<file path="src/rtl/glb_skew_scheduler.sv">
//------------------------------------------------------------------------------
// glb_skew_scheduler: reads the per-row GLB FIFOs with an r-cycle skew so the
// data enters the systolic PE array as a diagonal wavefront.
// Optional build macro: GLB_SKEW_PERF_EN adds the stall_cnt_o counter.
// Revision: 1.0
//------------------------------------------------------------------------------
`timescale 1ns/1ps
`default_nettype none

module glb_skew_scheduler #(
   parameter int PE_SIZE   = 16,
   parameter int LEN_WIDTH = 10
) (
   input  logic                 clk,
   input  logic                 rst_n,
   input  logic                 start_i,
   input  logic [LEN_WIDTH-1:0] len_i,
   input  logic                 abort_i,
   input  logic                 hold_i,
   input  logic [PE_SIZE-1:0]   empty_i,
   output logic [PE_SIZE-1:0]   rden_o,
   output logic [PE_SIZE-1:0]   row_valid_o,
   output logic                 busy_o,
`ifdef GLB_SKEW_PERF_EN
   output logic [31:0]          stall_cnt_o,
`endif
   output logic                 done_o
);

   localparam int TW = LEN_WIDTH + 1;
   localparam logic [TW-1:0] LAST_OFS = TW'(PE_SIZE - 2);

   typedef enum logic [1:0] {
      S_IDLE = 2'd0,
      S_RUN  = 2'd1,
      S_DONE = 2'd2
   } state_t;

   state_t               state, state_nx;
   logic [TW-1:0]        t, t_nx;
   logic [LEN_WIDTH-1:0] len_q, len_nx;
   logic [PE_SIZE-1:0]   active;
   logic [PE_SIZE-1:0]   rden;
   logic                 stall;
   logic                 start_ok;

   // Row r owns steps [r, r+len_q); the sum fits in TW bits so nothing wraps.
   generate
      for (genvar r = 0; r < PE_SIZE; r++) begin : g_row
         localparam logic [TW-1:0] ROW = TW'(r);
         assign active[r] = (state == S_RUN) && (t >= ROW) && (t < ROW + {1'b0, len_q});
      end
   endgenerate

   // One empty active row freezes every row so the diagonal stays intact.
   assign stall    = hold_i | (|(active & empty_i));
   assign rden     = (abort_i || stall) ? '0 : active;
   assign start_ok = (state == S_IDLE) && start_i && !abort_i;

   assign rden_o = rden;
   assign busy_o = (state == S_RUN) || (state == S_DONE);
   assign done_o = (state == S_DONE);

   always_comb begin
      state_nx = state;
      t_nx     = t;
      len_nx   = len_q;
      if (abort_i) begin
         state_nx = S_IDLE;
         t_nx     = '0;
      end else begin
         case (state)
            S_IDLE: begin
               if (start_i) begin
                  len_nx   = len_i;
                  t_nx     = '0;
                  state_nx = (len_i != '0) ? S_RUN : S_DONE;
               end
            end
            S_RUN: begin
               if (!stall) begin
                  t_nx = t + 1'b1;
                  if (t == {1'b0, len_q} + LAST_OFS) begin
                     state_nx = S_DONE;
                  end
               end
            end
            S_DONE:  state_nx = S_IDLE;
            default: state_nx = S_IDLE;
         endcase
      end
   end

   always_ff @(posedge clk or negedge rst_n) begin
      if (!rst_n) begin
         state       <= S_IDLE;
         t           <= '0;
         len_q       <= '0;
         row_valid_o <= '0;
      end else begin
         state       <= state_nx;
         t           <= t_nx;
         len_q       <= len_nx;
         row_valid_o <= abort_i ? '0 : rden;
      end
   end

`ifdef GLB_SKEW_PERF_EN
   always_ff @(posedge clk or negedge rst_n) begin
      if (!rst_n) begin
         stall_cnt_o <= '0;
      end else if (start_ok) begin
         stall_cnt_o <= '0;
      end else if ((state == S_RUN) && stall && (stall_cnt_o != 32'hFFFF_FFFF)) begin
         stall_cnt_o <= stall_cnt_o + 32'd1;
      end
   end
`else
   logic unused_start_ok;
   assign unused_start_ok = start_ok;
`endif

endmodule

`default_nettype wire

</file>
<file path="config.mk">
export PLATFORM = sky130hd
export DESIGN_NAME = glb_skew_scheduler
export DESIGN_NICKNAME = d
export VERILOG_FILES = /design/src/rtl/glb_skew_scheduler.sv
export SDC_FILE = /design/constraint.sdc
export NUM_CORES = 1
export LEC_CHECK = 0
export BUFFER_PORTS_ARGS = -buffer_cell sky130_fd_sc_hd__buf_2
export CAP_MARGIN = 20
export CELL_PAD_IN_SITES_DETAIL_PLACEMENT = 1
export CELL_PAD_IN_SITES_GLOBAL_PLACEMENT = 1
export CORE_MARGIN = 4
export CORE_UTILIZATION = 25
export CTS_CLUSTER_DIAMETER = 30
export DETAILED_ROUTE_END_ITERATION = 8
export GPL_TIMING_DRIVEN = 0
export PLACE_DENSITY_LB_ADDON = 0.2
export SYNTH_ARGS = -nofsm -noshare
export SYNTH_HDL_FRONTEND = slang
export SYNTH_SLANG_ARGS = --single-unit
</file>
<file path="constraint.sdc">
create_clock -name clk -period 5.38 [get_ports clk]
set_input_delay 1.076 -clock clk [delete_from_list [all_inputs] [get_ports clk]]
set_output_delay 1.076 -clock clk [all_outputs]
set_load 0.1 [all_outputs]
</file>
; Word level (Yosys, flattened, before mapping)
; Cells that the tools add are included.
[classes]
addsub = 16
multipliers = 0
div_mod_pow = 0
magnitude_cmp = 32
n_eq_ne = 6
n_shift = 0
muxes = 12
bitwise = 3
n_reduce_logical = 41
[ops]
columns = cell, n
row1 = $lt A11 B11 Y1, 15
row2 = $ge A11 B4 Y1 const B, 8
row3 = $add A4 B10 Y11 const A, 7
row4 = $add A3 B10 Y11 const A, 4
row5 = $ge A11 B3 Y1 const B, 4
row6 = $mux W11, 3
row7 = $logic_and A1 B1 Y1, 32
row8 = $mux W16, 2
row9 = $add A2 B10 Y11 const A, 2
row10 = $ge A11 B1 Y1 const B, 2
row11 = $ge A11 B2 Y1 const B, 2
row12 = $pmux W11 S2, 1
row13 = $and A16 B16 Y16, 1
row14 = $reduce_or A16 Y1, 1
row15 = $add A1 B10 Y11 const A, 1
row16 = $add A10 B4 Y11 const B, 1
row17 = $add A11 B1 Y11 const B, 1
row18 = $eq A11 B11 Y1, 1
row19 = $lt A11 B10 Y1, 1
row20 = $mux W2, 5
row21 = $reduce_bool A10 Y1, 1
row22 = $reduce_and A3 Y1, 3
row23 = $ne A3 B3 Y1 const B, 2
row24 = $pmux W2 S2, 1
row25 = other kinds (8), 9
[word_totals]
regBits = 39
latch_bits = 0
ramBits = 0
romBits = 0
inputBits = 31
out_inout_bits = 34
elab_cells = 114
memories = 0

; Logic depth before layout (Yosys ltp)
; Gate-level depths: netlist of the first run.
[depth]
ltp_word = 9
depth_mapped = 19
mapped_depth_nobuf = 17

; Worst setup path before layout of the first run
; No wires, ideal clock.
[synth_timing]
path_type = register to output
start = register len_q[9]
end = output rden_o[0]
t_arrival_ns = 8.778
required_ns = 4.304
path_slack_ns = -4.474
stages_incl_launch_ff = 18
path_buffers = 4
cell_sequence = dfrtp_1 clkbuf_1 clkinv_1 nor4_1 and2_0 clkbuf_1 nand3_1 ha_1 nand4_1 nor2_1 o41ai_1 a41o_1 a2111o_1 or4_1 buf_2 or3_1 clkbuf_1 a2111oi_0
[synth_between]
elab_chain_cells = 8
elab_cells_between_ends = 52
classes_between = add/sub (15) / order compare (16) / mux (1) / bitwise (2) / reduce/logical (18)
[synth_lines]
columns = element, line
row1 = "start, declared", 41  ; logic [LEN_WIDTH-1:0] len_q, len_nx;
row2 = "start signal, assigned", 103  ; len_q <= len_nx;
row3 = "$add A1 B10 Y11, or another cell as far along", 51  ; assign active[r] = (state == S_RUN) && (t >= ROW) && (t < ROW + {1'b0, len_q});
row4 = $lt A11 B11 Y1, 51
row5 = $logic_and A1 B1 Y1, 51
row6 = $and A16 B16 Y16, 56  ; assign stall = hold_i | (|(active & empty_i));
row7 = $reduce_or A16 Y1, 56
row8 = $or A1 B1 Y1, 56
row9 = $logic_or A1 B1 Y1, 57  ; assign rden = (abort_i || stall) ? '0 : active;
row10 = $mux W16 (*), 57
row11 = "end, declared", 21  ; output logic [PE_SIZE-1:0] rden_o,
; Mark *: on every way between the ends. The rest lies on a longest branch, timed or not.

; Final worst setup path of the first run
[layout_timing]
start = register len_q[3]
end = output rden_o[4]
; Same word-level chain as after synthesis.

==> results of run 1 <==
-- worst max-delay path, cell delays in order (launching register included) --
cell and delay (ns):
dfrtp_2 0.42, buf_12 0.15, ha_4 0.18, clkbuf_16 0.17, xnor2_2 0.13, ha_1 0.30, nand2_1 0.07, a211oi_2 0.23
a2111oi_4 0.11, or4_4 0.56, a311o_1 0.28, or4_4 0.57, nor3_4 0.24, buf_6 0.15, nand2_4 0.08, nor4_4 0.22
buf_6 0.27
-- layout by cell type (no fill, tap or decap), types with 8 or more instances in the layout --
cell,instances
buf_4,75
nor2_4,9
dfrtp_1,29
nor2_2,8
a21oi_2,12
a21o_1,19
buf_2,53
buf_12,17
mux2_2,10
nor2_1,54
clkbuf_16,10
nand3_1,23
nand2b_1,11
nand4_1,23
nand2_1,60
and3_1,12
xnor2_1,89
a21oi_1,39
nor2b_1,9
o21ai_0,14
nor3_1,8
buf_6,11
ha_1,149
inv_1,28
dfrtp_2,8
ha_4,11
and3_4,8
-- per-stage QoR --
stage | hold WS [ns] | total power (uW)
global placement | 0.556 | 2320
detailed placement | 0.551 | 2340
finish | 0.563 | 3350
CTS | 0.568 | 3200
global route | 0.605 | 3600
floorplan | 0.520 | 1760
-- registers in the layout, summed over array words and instances, names as in the netlist --
signal and cells:
state 2, len_q 10, t 11, row_valid_o 16
-- power groups by stage --
stage          sequential, uW  combinational [uW]  clock [uW]
2_1_floorplan             365                1390           0
3_3_place_gp              386                1930           0
3_5_place_dp              386                1960           0
4_1_cts                   372                2450         374
5_1_grt                   367                2850         385
6_report                  365                2620         365
-- area by class of cell --
| type | count | area share |
|---|---|---|
| Buffer | 27 | 0.0285 |
| Clock buffer | 5 | 0.0124 |
| Clock inverter | 3 | 0.00433 |
| Inverter | 38 | 0.0183 |
| Multi-Input combinational cell | 742 | 0.653 |
| Sequential cell | 39 | 0.0982 |
| Tap cell | 378 | 0.0468 |
| Timing Repair Buffer | 157 | 0.139 |
-- logic make-up (layout without fill, tap and decap cells) --
kind of cell    after synthesis  in the layout  share of synthesized area
buf+inv                      71            230                     0.0391
compound gates              166            166                      0.162
simple gates                297            297                      0.220
flops                        39             39                      0.139
mux                          17             17                     0.0260
xor+xnor                     97             97                      0.121
fa+ha+maj                   165            165                      0.294
-- final timing paths --
kind                       cells past startpoint         to
max reg2reg                                   15       t[3]
max                                           16  rden_o[4]
min in group asynchronous                      1       t[8]
min reg2reg                                    1   state[0]
max in group asynchronous                      2   len_q[1]
min                                            1   state[0]
-- routing by layer --
metal | track usage | vias up
li1 | - | 3442
met1 | 0.286 | 3537
met2 | 0.332 | 166
met3 | 0.0269 | 40
met4 | 0.0413 | 0
met5 | 0 | -
-- repair_timing --
action                     4_1_cts  5_1_grt
resized for setup              201       69
pin swaps                       43       14
setup buffers                   70       15
gates cloned                     0        1
hold endpoints to repair         0        0
setup endpoints to repair       16       16
==> metrics.yaml, run 1 <==
outcome:
  status: "finished, violations left"
  violations: "negative setup slack"
route:
  wirelength_mm: 32.0
  drtAntennaViolNets: 0
  via_count: 7185
  drtPass1Iterations: 5
  wl_per_cell_um: 23.1
  wl_met2_mm: 14.6
  met3_length_mm: 1.22
  drt_iter0_drc: 425
  wl_met1_mm: 15.5
  drc: 0
  highest_layer: "met4"
  via_per_inst: 5.17
power:
  p_comb_frac: 0.782
  p_sw_uw: 1690
  power.internal_uw: 1670
  vdd.ir_drop.worst_uv: 139
  p_sw_frac: 0.502
  p_per_area_nw_per_um2: 332
  leakagePower_uw: 0.00451
  pwr-share-clk: 0.109
  seq_power_share: 0.109
worst_setup_path:
  cp-start-kind: "flip-flop"
  cp.required_ns: 4.30
  startpoint: "len_q[3]"
  worstPathArrival_ns: 4.43
  cp_max_fo: 7
  r2r-start: "len_q[3]"
  rrSetupSlack_ns: 0.99
  crit_type: "reg -> out"
  cp-end-kind: "output port"
synth:
  syn-num-nets: 1048
  synth-seq-area-share: 0.139
  syn-cell-area_um2: 7030
  synth_top_cells_by_count: "ha_1 (165), xnor2_1 (94), nor2_1 (70)"
  netlist_top_cells_area: "ha_1 (29%), dfrtp_1 (14%), xnor2_1 (12%)"
  ys_types: 64
  ys.flop_type: "dfrtp_1"
  ys_async_sr_fraction: 1.00
  syn_avg_cell_area_um2: 8.25
  yosysWarnings: 0
  synth_edf_count: 0
  synthCells: 852
  ys_ff_latch: 39
  synth.largest_area_cell: "ha_1"
  synth.top_cell.area_share: 0.294
  yosysMostFrequentCell: "ha_1"
cells_and_area:
  layout.nets: 1206
  regArea_um2: 993
  drive_above_1_share: 0.337
  stdcell_count: 1389
  multi_input_area_um2: 6600
  final_cell_area_um2: 10100
  diodes: 0
  num-fill-cells: 3243
  syn_to_final_growth_pct: 43.8
  final_core_utilization: 0.364
clock_tree:
  cts_root_buf: "clkbuf_16"
  path_clk_slew_ns: 0.07
  h-tree-depth: 2
  numCtsBuffers: 5
  clkSinkCount: 39
  clockBufferDepth: 2
  clk_latency_ns: 0.30
  postCtsHoldBufs: 0
  cts_tree: "built"
die:
  start_util: 0.253
  fp.dieH_um: 176
  core_um2: 27800
  row_count: 61
  io_pins: 65
  die_x_um: 176
  fp.dieArea_um2: 30900
timing:
  report.final.slew_viol_count: 0
  period_share: 1.02
  max_freq_ghz: 0.181
  rsz0062_at_grt: "true"
  setup_violations: 14
  finClkSkew_ns: 0.00660
  finalHoldViolCount: 0
  fin_setup_tns_ns: -0.872
  worst_slew_pin_slew_ns: 1.12
  layout_min_cycle_time_ns: 5.51
  relSlewSlack: 0.251
  worst_slack_ns: -0.131
grt:
  grt_usage: 0.202
  grt_max_degree: 40
  grt_pass1_vias: 7549
  grt_pass1_wl_mm: 47.7
  antenna_found_initial: 0
  overflow: 0
flow_run:
  drv_cap: 0
placed_design:
  placed_area_um2: 8180
  dp_hpwl_mm: 24.0
  port-buffer-count: 64
  place_ws_ns: -1.29
  gp_congestion: 0.839
  placedCellCount: 1300
worst_hold_path:
  worstHoldPathType: "reg -> reg"
  min-delay-start: "state[0]"
(Power assumes the default switching activity.)
==> inputs of run 2 (changes only) <==
- CORE_UTILIZATION: 25 -> 42
- HOLD_SLACK_MARGIN: default -> 0.05
- SETUP_SLACK_MARGIN: default -> 0.1
==> metrics.yaml, run 2 (synthesis results as in run 1) <==
die:
  fp.dieArea_um2: 18900  # -39%
  io_pins: 65  # unchanged
  core_um2: 16500  # -41%
  row_count: 47  # -23%
  fp.dieH_um: 137  # -22%
  die_x_um: 137  # -22%
  start_util: 0.426  # +0.172
outcome:
  violations: "negative setup slack"
  status: "finished, violations left"
power:
  p_total_uw: 3150  # -6.1%
  leakagePower_uw: 0.00422  # -6.6%
  vdd.ir_drop.worst_uv: 268  # +93%
  p_per_area_nw_per_um2: 343  # +3.4%
clock_tree:
  h-tree-depth: 2  # unchanged
  cts_tree: "built"
  clkSinkCount: 39  # unchanged
  clockBufferDepth: 2  # unchanged
  clk_latency_ns: 0.31  # about the same
  cts_root_buf: "clkbuf_16"
  numCtsBuffers: 5  # unchanged
  path_clk_slew_ns: 0.08  # about the same
timing:
  period_share: 1.09  # +0.0658
  finalHoldViolCount: 0  # unchanged
  rsz0062_at_grt: "true"
  worst_slew_pin_slew_ns: 1.13  # +0.0117 ns
  report.final.slew_viol_count: 0  # unchanged
  layout_min_cycle_time_ns: 5.86  # +0.354 ns
  finClkSkew_ns: 0.0149  # +0.00825 ns
  worst_hold_slack_ns: 0.579  # +0.0157 ns
  worst_slack_ns: -0.485  # -0.354 ns
  setup_violations: 16  # +2
  max_freq_ghz: 0.171  # -6.0%
  fin_setup_tns_ns: -6.29  # -5.41 ns
  relSlewSlack: 0.244  # -0.00781
worst_hold_path:
  hold_depth: 1  # unchanged
  min-delay-start: "state[0]"
  worstHoldEndpoint: "state[0]"
  worstHoldPathType: "reg -> reg"
cells_and_area:
  diodes: 0  # unchanged
  largest_reg_flops: 16  # unchanged
  drive_above_1_share: 0.284  # -0.0538
  top_register: "row_valid_o"
  num-fill-cells: 1929  # -41%
  final_common_cell: "ha_1"
  layout.nets: 1172  # -2.8%
  top_regs: "row_valid_o (16), t (11), len_q (10)"
  syn_to_final_growth_pct: 30.6
  final_cell_mix: "ha_1 (153), xnor2_1 (92), nand2_1 (64)"
route:
  via_count: 7515  # +4.6%
  wirelength_mm: 30.7  # -4.1%
  drtPass1Iterations: 5  # unchanged
  drt_iter0_drc: 656  # +54%
  via_per_inst: 6.28  # +21%
  wl_per_cell_um: 25.7  # +11%
  drtAntennaViolNets: 0  # unchanged
  drc: 0  # unchanged
worst_setup_path:
  crit_path_top_delay_cell: "or4_4"
  crit_type: "reg -> out"
  cp.required_ns: 4.30  # about the same
  cp-start-kind: "flip-flop"
  r2r-start: "len_q[3]"
  cp-end-kind: "output port"
  cp_max_fo: 6  # -1
  path_cells: "buf_6, ha_4, clkbuf_16, xnor2_4, ha_4, nand2_4, a211oi_4, a2111oi_4, or4_4, a311o_1, or4_4, buf_6, or3_4, clkbuf_16, a2111oi_4, buf_6"
  crit_path_frequent_cell: "buf_6"
  r2r_end: "t[3]"
  reg2reg_depth: 16  # +1
  max_stage_delay_ns: 0.58  # about the same
  rrSetupSlack_ns: 0.77  # -0.22 ns
  worstPathArrival_ns: 4.79  # +0.36 ns
placed_design:
  port-buffer-count: 64  # unchanged
  dp_hpwl_mm: 21.0  # -12%
  place_ws_ns: -1.23  # +0.0675 ns
  gp_congestion: 0.932  # +11%
grt:
  overflow: 0  # unchanged
  grt_usage: 0.317  # +0.115
  grt_max_degree: 40  # unchanged
  antenna_found_initial: 1  # +1
  grt_pass1_vias: 7406  # -1.9%
  grt_pass1_wl_mm: 45.1  # -5.6%
flow_run:
  drv_cap: 0  # unchanged
## run 2: worst max-delay path, delay by kind of cell, from the launching register on
kind,cells,cell delay (ns)
AOI/OAI and AO/OA,4,0.92
xor gates and xnor gates,1,0.13
adders and majority gates,2,0.49
buffers and inverters,5,0.91
DFF,1,0.47
and+or+nand+nor,4,1.56
## run 2: how the worst max path moves through the flow
| stage | cells past startpoint | start | endpoint |
|---|---|---|---|
| 4_1_cts | 16 | len_q[3] | rden_o[0] |
| 6_report | 16 | len_q[3] | rden_o[0] |
| 5_1_grt | 18 | len_q[3] | rden_o[0] |
| 2_1_floorplan | 14 | len_q[7] | rden_o[0] |
| 3_3_place_gp | 14 | len_q[6] | rden_o[12] |
| 3_5_place_dp | 16 | len_q[6] | rden_o[4] |
## run 2: routing by layer
metal	global-route usage	wire length, um
met1	0.431	13300
met2	0.512	14000
met3	0.0442	2160
met4	0.113	1260
met5	0	14
## run 2: area by class of cell
type	count	area (um2)	share of cell area
Buffer	33	332	0.0361
Clock buffer	5	125	0.0136
Clock inverter	3	23.8	0.00259
Inverter	38	176	0.0192
Multi-Input combinational cell	742	6370	0.694
Sequential cell	39	992	0.108
Tap cell	220	275	0.0300
Timing Repair Buffer	117	887	0.0966
## run 2: per-stage QoR
step                instances  area [um2]  utilization
floorplan                 852        7290            -
global placement         1136        7880        0.477
detailed placement       1139        7940        0.481
CTS                      1185        8940        0.541
global route             1197        9180        0.556
finish                   1197        9180        0.556
## run 2: where the power goes
group | switching [uW] | internal [uW]
registers | 41.9 | 323
clock network | 151 | 174
logic | 1480 | 983
total | 1670 | 1480
## run 2: what timing repair did
item	4_1_cts	5_1_grt
buffers inserted	38	13
pin swaps	29	16
hold buffers	0	0
setup endpoints to repair	16	16
resized for setup	145	38
